<file path="src/rtl/convolution_controller.sv">
// convolution_controller: collects 3x3 pixel windows, feeds an external 3-lane multiply-accumulate
// array in three rounds and streams out window sums. Define CONV_READBACK_EN for register readback.
module convolution_controller #(
  parameter int unsigned BIT_LENGTH       = 16,
  parameter int unsigned INPUT_PORT_COUNT = 3,
  parameter int unsigned MULT_LATENCY     = 4
) (
  input  logic                                   axi_clk,
  input  logic                                   axi_reset,
  output logic                                   ip_reset_out,
  input  logic [31:0]                            cSum,
  input  logic                                   cReady,
  output logic [INPUT_PORT_COUNT*BIT_LENGTH-1:0] MULTIPLIER_INPUT,
  output logic [INPUT_PORT_COUNT*BIT_LENGTH-1:0] MULTIPLICAND_INPUT,
  output logic [INPUT_PORT_COUNT-1:0]            MULTIPLY_START,
  output logic                                   FINALADDOUT,
  input  logic                                   s_axis_valid,
  input  logic [31:0]                            s_axis_data,
  input  logic                                   s_axis_last,
  input  logic [3:0]                             s_axis_keep,
  output logic                                   s_axis_ready,
  output logic                                   m_axis_valid,
  output logic [31:0]                            m_axis_data,
  output logic                                   m_axis_last,
  output logic [3:0]                             m_axis_keep,
  input  logic                                   m_axis_ready,
  input  logic [9:0]                             s_axi_awaddr,
  input  logic                                   s_axi_awvalid,
  output logic                                   s_axi_awready,
  input  logic [31:0]                            s_axi_wdata,
  input  logic                                   s_axi_wvalid,
  output logic                                   s_axi_wready,
  output logic                                   s_axi_bvalid,
  input  logic                                   s_axi_bready,
  input  logic [9:0]                             s_axi_araddr,
  input  logic                                   s_axi_arvalid,
  output logic                                   s_axi_arready,
  output logic [31:0]                            s_axi_rdata,
  output logic                                   s_axi_rvalid,
  input  logic                                   s_axi_rready
);

  localparam logic [2:0] StIdle   = 3'd0;
  localparam logic [2:0] StLoad   = 3'd1;
  localparam logic [2:0] StMult   = 3'd2;
  localparam logic [2:0] StWait   = 3'd3;
  localparam logic [2:0] StFinal  = 3'd4;
  localparam logic [2:0] StResult = 3'd5;
  localparam logic [2:0] StOut    = 3'd6;
  localparam logic [2:0] StClear  = 3'd7;

  logic [2:0]            state_q, state_d;
  logic [31:0]           width_q, height_q;
  logic                  enable_q, enable_prev_q;
  logic [BIT_LENGTH-1:0] coef_q [9];
  logic [BIT_LENGTH-1:0] pix_q  [9];
  logic [3:0]            pix_cnt_q;
  logic                  drop_q;
  logic [1:0]            round_q;
  logic [15:0]           wait_cnt_q;
  logic [31:0]           win_cnt_q;
  logic [31:0]           sum_q;
  logic                  last_win_q;
  logic                  bvalid_q, rvalid_q;

  logic        wr_en, rd_en, beat, load_beat, load_done, en_rise, pix_clear;
  logic        is_last_win, operands_valid;
  logic [31:0] n_windows;
  logic [3:0]  lane_idx;

  assign wr_en     = s_axi_awvalid && s_axi_wvalid;
  assign rd_en     = s_axi_arvalid && !rvalid_q;
  assign en_rise   = enable_q && !enable_prev_q;
  assign beat      = s_axis_valid && s_axis_ready;
  assign load_beat = beat && !drop_q && (state_q == StLoad);
  assign load_done = load_beat && ((pix_cnt_q == 4'd8) || s_axis_last);
  assign pix_clear = ((state_q == StIdle) && en_rise) || (state_q == StClear);

  // Degenerate geometry still yields one window so a frame always terminates.
  always_comb begin
    n_windows = 32'd1;
    if ((width_q >= 32'd3) && (height_q >= 32'd3)) begin
      n_windows = (width_q - 32'd2) * (height_q - 32'd2);
    end
  end

  assign is_last_win = (win_cnt_q + 32'd1) == n_windows;

  always_comb begin
    state_d = state_q;
    case (state_q)
      StIdle:   if (en_rise) state_d = StLoad;
      StLoad:   if (load_done) state_d = StMult;
      StMult:   state_d = (round_q == 2'd2) ? StFinal : StWait;
      StWait:   if ((32'(wait_cnt_q) + 32'd1) >= MULT_LATENCY) state_d = StMult;
      StFinal:  state_d = StResult;
      StResult: if (cReady) state_d = StOut;
      StOut:    if (m_axis_ready) state_d = StClear;
      StClear:  state_d = (last_win_q || !enable_q) ? StIdle : StLoad;
      default:  state_d = StIdle;
    endcase
  end

  always_ff @(posedge axi_clk) begin
    if (axi_reset) begin
      state_q       <= StIdle;
      width_q       <= '0;
      height_q      <= '0;
      enable_q      <= 1'b0;
      enable_prev_q <= 1'b0;
      for (int i = 0; i < 9; i++) begin
        coef_q[i] <= '0;
        pix_q[i]  <= '0;
      end
      pix_cnt_q  <= '0;
      drop_q     <= 1'b0;
      round_q    <= '0;
      wait_cnt_q <= '0;
      win_cnt_q  <= '0;
      sum_q      <= '0;
      last_win_q <= 1'b0;
      bvalid_q   <= 1'b0;
      rvalid_q   <= 1'b0;
    end else begin
      state_q       <= state_d;
      enable_prev_q <= enable_q;

      if (wr_en) begin
        case (s_axi_awaddr)
          10'h000: width_q  <= s_axi_wdata;
          10'h004: height_q <= s_axi_wdata;
          10'h008: enable_q <= s_axi_wdata[0];
          default: ;
        endcase
        for (int i = 0; i < 9; i++) begin
          if (s_axi_awaddr == 10'(16 + 4 * i)) coef_q[i] <= s_axi_wdata[BIT_LENGTH-1:0];
        end
      end
      bvalid_q <= wr_en || (bvalid_q && !s_axi_bready);

      if (rd_en) begin
        rvalid_q <= 1'b1;
      end else if (rvalid_q && s_axi_rready) begin
        rvalid_q <= 1'b0;
      end

      if (pix_clear) begin
        for (int i = 0; i < 9; i++) pix_q[i] <= '0;
        pix_cnt_q <= '0;
      end else if (load_beat) begin
        pix_q[pix_cnt_q] <= s_axis_data[BIT_LENGTH-1:0];
        pix_cnt_q        <= pix_cnt_q + 4'd1;
      end

      // A full window without last leaves the rest of the packet to be swallowed.
      if (load_beat && (pix_cnt_q == 4'd8) && !s_axis_last) begin
        drop_q <= 1'b1;
      end else if (beat && drop_q && s_axis_last) begin
        drop_q <= 1'b0;
      end

      if (load_done) begin
        round_q <= '0;
      end else if (state_q == StMult) begin
        round_q <= round_q + 2'd1;
      end

      if (state_q == StMult) begin
        wait_cnt_q <= '0;
      end else if (state_q == StWait) begin
        wait_cnt_q <= wait_cnt_q + 16'd1;
      end

      if ((state_q == StResult) && cReady) begin
        sum_q      <= cSum;
        last_win_q <= is_last_win;
      end

      if ((state_q == StIdle) && en_rise) begin
        win_cnt_q <= '0;
      end else if (state_q == StClear) begin
        win_cnt_q <= win_cnt_q + 32'd1;
      end
    end
  end

  assign operands_valid = (state_q == StMult) || (state_q == StWait);

  always_comb begin
    MULTIPLIER_INPUT   = '0;
    MULTIPLICAND_INPUT = '0;
    lane_idx           = '0;
    for (int k = 0; k < int'(INPUT_PORT_COUNT); k++) begin
      lane_idx = 4'(round_q) * 4'd3 + 4'(k);
      if (operands_valid && (lane_idx < 4'd9)) begin
        MULTIPLIER_INPUT[k*BIT_LENGTH +: BIT_LENGTH]   = pix_q[lane_idx];
        MULTIPLICAND_INPUT[k*BIT_LENGTH +: BIT_LENGTH] = coef_q[lane_idx];
      end
    end
  end

  assign MULTIPLY_START = (state_q == StMult) ? '1 : '0;
  assign FINALADDOUT    = (state_q == StFinal);
  assign ip_reset_out   = pix_clear;

  assign s_axis_ready = (state_q == StLoad) || drop_q;
  assign m_axis_valid = (state_q == StOut);
  assign m_axis_data  = m_axis_valid ? sum_q : '0;
  assign m_axis_last  = m_axis_valid && last_win_q;
  assign m_axis_keep  = m_axis_valid ? 4'hF : 4'h0;

  assign s_axi_awready = 1'b1;
  assign s_axi_wready  = 1'b1;
  assign s_axi_bvalid  = bvalid_q;
  assign s_axi_arready = !rvalid_q;
  assign s_axi_rvalid  = rvalid_q;

`ifdef CONV_READBACK_EN
  logic        frame_done_q;
  logic [31:0] rdata_q, rd_mux;
  logic        busy;

  assign busy = (state_q != StIdle);

  always_comb begin
    rd_mux = '0;
    case (s_axi_araddr)
      10'h000: rd_mux = width_q;
      10'h004: rd_mux = height_q;
      10'h008: rd_mux = {31'b0, enable_q};
      10'h00C: rd_mux = {30'b0, frame_done_q, busy};
      default: ;
    endcase
    for (int i = 0; i < 9; i++) begin
      if (s_axi_araddr == 10'(16 + 4 * i)) rd_mux = 32'(coef_q[i]);
    end
  end

  always_ff @(posedge axi_clk) begin
    if (axi_reset) begin
      frame_done_q <= 1'b0;
      rdata_q      <= '0;
    end else begin
      if (rd_en) rdata_q <= rd_mux;
      if ((state_q == StIdle) && en_rise) begin
        frame_done_q <= 1'b0;
      end else if ((state_q == StClear) && last_win_q) begin
        frame_done_q <= 1'b1;
      end
    end
  end

  assign s_axi_rdata = rdata_q;

  logic unused_ok;
  assign unused_ok = ^{s_axis_keep, s_axis_data};
`else
  assign s_axi_rdata = '0;

  logic unused_ok;
  assign unused_ok = ^{s_axis_keep, s_axis_data, s_axi_araddr};
`endif

endmodule

</file>
<file path="config.mk">
export PLATFORM = sky130hd
export DESIGN_NAME = convolution_controller
export DESIGN_NICKNAME = d
export VERILOG_FILES = /design/src/rtl/convolution_controller.sv
export SDC_FILE = /design/constraint.sdc
export NUM_CORES = 2
export LEC_CHECK = 0
export CELL_PAD_IN_SITES_DETAIL_PLACEMENT = 0
export CELL_PAD_IN_SITES_GLOBAL_PLACEMENT = 1
export CORE_ASPECT_RATIO = 2
export CORE_MARGIN = 2
export CORE_UTILIZATION = 49
export DETAILED_ROUTE_END_ITERATION = 6
export PLACE_DENSITY_LB_ADDON = 0.1
export REMOVE_ABC_BUFFERS = 1
export SYNTH_ARGS = -nofsm -noshare
export SYNTH_HDL_FRONTEND = slang
export SYNTH_SLANG_ARGS = --single-unit
</file>
<file path="constraint.sdc">
create_clock -name axi_clk -period 12 [get_ports axi_clk]
set_clock_uncertainty 0.05 [all_clocks]
set_input_delay 1.2 -clock axi_clk [delete_from_list [all_inputs] [get_ports axi_clk]]
set_output_delay 1.2 -clock axi_clk [all_outputs]
set_load 0.02 [all_outputs]
</file>
==> results.yml <==
synthesis:
  syn_area_mm2: 0.0447
  synth_common_cells: "nand2_1, fa_1, edfxtp_1"
  synth.avg_cell_area_um2: 10.9
  synth_cell_types: 74
  yosysMostFrequentCell: "nand2_1"
  yosys_register_bits: 559
  async_flop_share: 0
  syn_inst: 4090
  synth_edf_count: 400
  ys.flop_type: "edfxtp_1"
  synthTopCellsByArea: "edfxtp_1, fa_1, mux4_2, dfxtp_1, nand2_1"
  yosys.area.top_type: "edfxtp_1"
  synth_top_area_share: 0.269
  yosys_warnings: 0
  yosysSeqAreaShare: 0.340
routing:
  met1Wirelength_mm: 45.8
  drtPass1Iterations: 7
  drtIter0Drc: 2374
  routedWlPerCell_um: 25.5
  wl_met3_mm: 7.02
  routed.top_layer: "met4"
  vias_per_cell: 5.89
  drcViolationCount: 7
  wl_met2_mm: 75.7
  vias: 32100
  drtAntennaViolNets: 0
  wirelength_mm: 139
floorplanning:
  die_h_um: 431
  fp.dieW_um: 218
  core_area_mm2: 0.0904
  die_area_mm2: 0.0938
  rows: 156
  start_util: 0.495
  pin_count: 308
min_path:
  worst_hold_startpoint: "sum_q[8]$_SDFFE_PP0P_"
  hold_end: "sum_q[8]$_SDFFE_PP0P_"
  hold_class: "flip-flop to flip-flop"
  hold_depth: 2
clock_network:
  cts_buffers: 49
  cts_sinks: 559
  post-cts-setup-buffers: 0
  ctsResizeCount: 0
  cts_buffer_depth: 3
  cts.clk_slew.worst_paths_ns: 0.07
  insertion_delay_ns: 0.63
  ctsHtreeMaxLevel: 2
  cts_hold_buffers: 0
  clock-root-buffer: "clkbuf_16"
  cts_tree: "built"
worst_setup_path:
  critPathArrivalTime_ns: 11.02
  path_common_cell: "fa_1"
  reg2reg_to: "last_win_q$_SDFFE_PP0P_"
  cp_max_fo: 13
  slowest_stage: "nand2_1"
  r2r-start: "height_q[1]$_SDFFE_PP0P_"
  cp-start-kind: "flip-flop"
  worstPathRequired_ns: 12.46
  ff2ff_path_depth: 27
  worst-r2r-setup-slack_ns: 1.44
  max_stage_delay_ns: 0.67
  critical_path_class: "flip-flop to flip-flop"
  critPathCaptureType: "flip-flop"
placement:
  gp_congestion: 0.935
  placedCellCount: 5357
  portBuffers: 243
  dpl.hpwl_mm: 106
timing:
  worst_pin_slew_ns: 1.26
  timing.setup.tns_ns: 0
  post-route-period-util: 0.880
  hold_viol: 0
  fin_hold_ws_ns: 0.398
  max_slew_margin: 0.157
  drv_slew: 0
  rsz0062_at_grt: "false"
  finalSetupViolCount: 0
  maxClockFrequency_mhz: 94.7
  finalCriticalPeriod_ns: 10.56
global_route:
  track_usage: 0.304
  grt_max_degree: 112
  grt_pass1_wl_mm: 210
  grt-ovfl-total: 0
  grt_pass1_vias: 33900
  antenna_found_initial: 0
outcome:
  status: "complete, but fails checks"
  violations: "design-rule violations"
cells_and_area:
  area_growth_pct: 12.3
  drive_gt1_frac: 0.111
  final_nets: 4899
  fin_cells: 5450
  finish.utilization: 0.556
power_and_ir_drop:
  p_leak_uw: 0.0211
  ir_worst_vdd_v: 0.000100
  power_density_mw_per_mm2: 97.9
run:
  drv_cap: 0
critical path, delay by kind of cell (launching register included):
family | cells | cell delay (ns)
DFF | 1 | 0.46
adders and majority gates | 8 | 4.15
buffers and inverters | 2 | 0.34
xor gates and xnor gates | 10 | 2.64
AOI/OAI and AO/OA | 2 | 0.59
and+or+nand+nor | 5 | 2.21
layer usage:
metal	global-route usage	vias to the layer above
met5	0	-
met4	0.191	0
met3	0.0284	427
met2	0.570	1214
met1	0.324	16300
li1	-	14100
layout by cell type (no fill, tap or decap), drive strengths merged, types with 9 or more instances in the layout:
cell type,count
mux2i,84
nor4b,11
nand3,41
nor3b,12
dfxtp,159
nand2,559
and3,16
o21ai,66
nand4,24
nor2,378
or2,19
and2,252
a21o,17
clkinv,20
xnor2,114
conb,34
nand2b,47
fa,408
or3,31
clkbuf,56
edfxtp,400
buf,88
bufinv,9
a21oi,186
inv,310
nor4,41
clkdlybuf4s50,242
o31ai,10
xor2,85
nor3,46
nor2b,33
ha,137
mux4,224
xnor3,12
kinds of logic after synthesis:
family | Yosys count | share of synthesized area
adders and majority gates | 545 | 0.221
muxes | 311 | 0.132
xor gates and xnor gates | 213 | 0.0461
buffers and inverters | 587 | 0.0532
DFF | 559 | 0.340
other | 2 | 0.000168
and+or+nand+nor | 1532 | 0.163
AOI/OAI and AO/OA | 341 | 0.0440
sequential cells by signal (all words and copies together), names as in the netlist, 4 cells and up:
name / cells
wait_cnt_q: 16
height_q: 32
coef_q: 144
pix_q: 256
win_cnt_q: 32
width_q: 32
sum_q: 32
pix_cnt_q: 4
through the flow:
stage	instance area [µm²]	setup slack [ns]	power, µW
floorplan	43600	-3.16	2860
global placement	48500	1.55	3200
detailed placement	48500	1.48	3210
CTS	50200	1.42	4950
global route	50200	0.976	5110
finish	50200	1.44	4920
worst max path at each step:
stage,start,to,slack (ns),cells past startpoint
2_1_floorplan,round_q[0]$_SDFFE_PP0P_,MULTIPLICAND_INPUT[32],-3.16,6
3_3_place_gp,height_q[1]$_SDFFE_PP0P_,last_win_q$_SDFFE_PP0P_,1.55,27
3_5_place_dp,height_q[1]$_SDFFE_PP0P_,last_win_q$_SDFFE_PP0P_,1.48,27
4_1_cts,height_q[1]$_SDFFE_PP0P_,last_win_q$_SDFFE_PP0P_,1.42,27
5_1_grt,height_q[1]$_SDFFE_PP0P_,last_win_q$_SDFFE_PP0P_,0.98,27
6_report,height_q[1]$_SDFFE_PP0P_,last_win_q$_SDFFE_PP0P_,1.44,27
power by group:
| part | internal (µW) | switching, µW |
|---|---|---|
| Clock | 988 | 764 |
| Sequential | 2100 | 26.2 |
| Combinational | 441 | 594 |
| Total | 3530 | 1380 |
layout make-up:
class,count,area (µm²)
Fill cell,7950,40100
Multi-Input combinational cell,2976,27500
Sequential cell,559,15200
Timing Repair Buffer,330,3100
Tap cell,1185,1480
Clock buffer,56,1300
Inverter,307,1150
Clock inverter,36,470
Antenna cell,1,2.50
(Power assumes the default switching activity.)
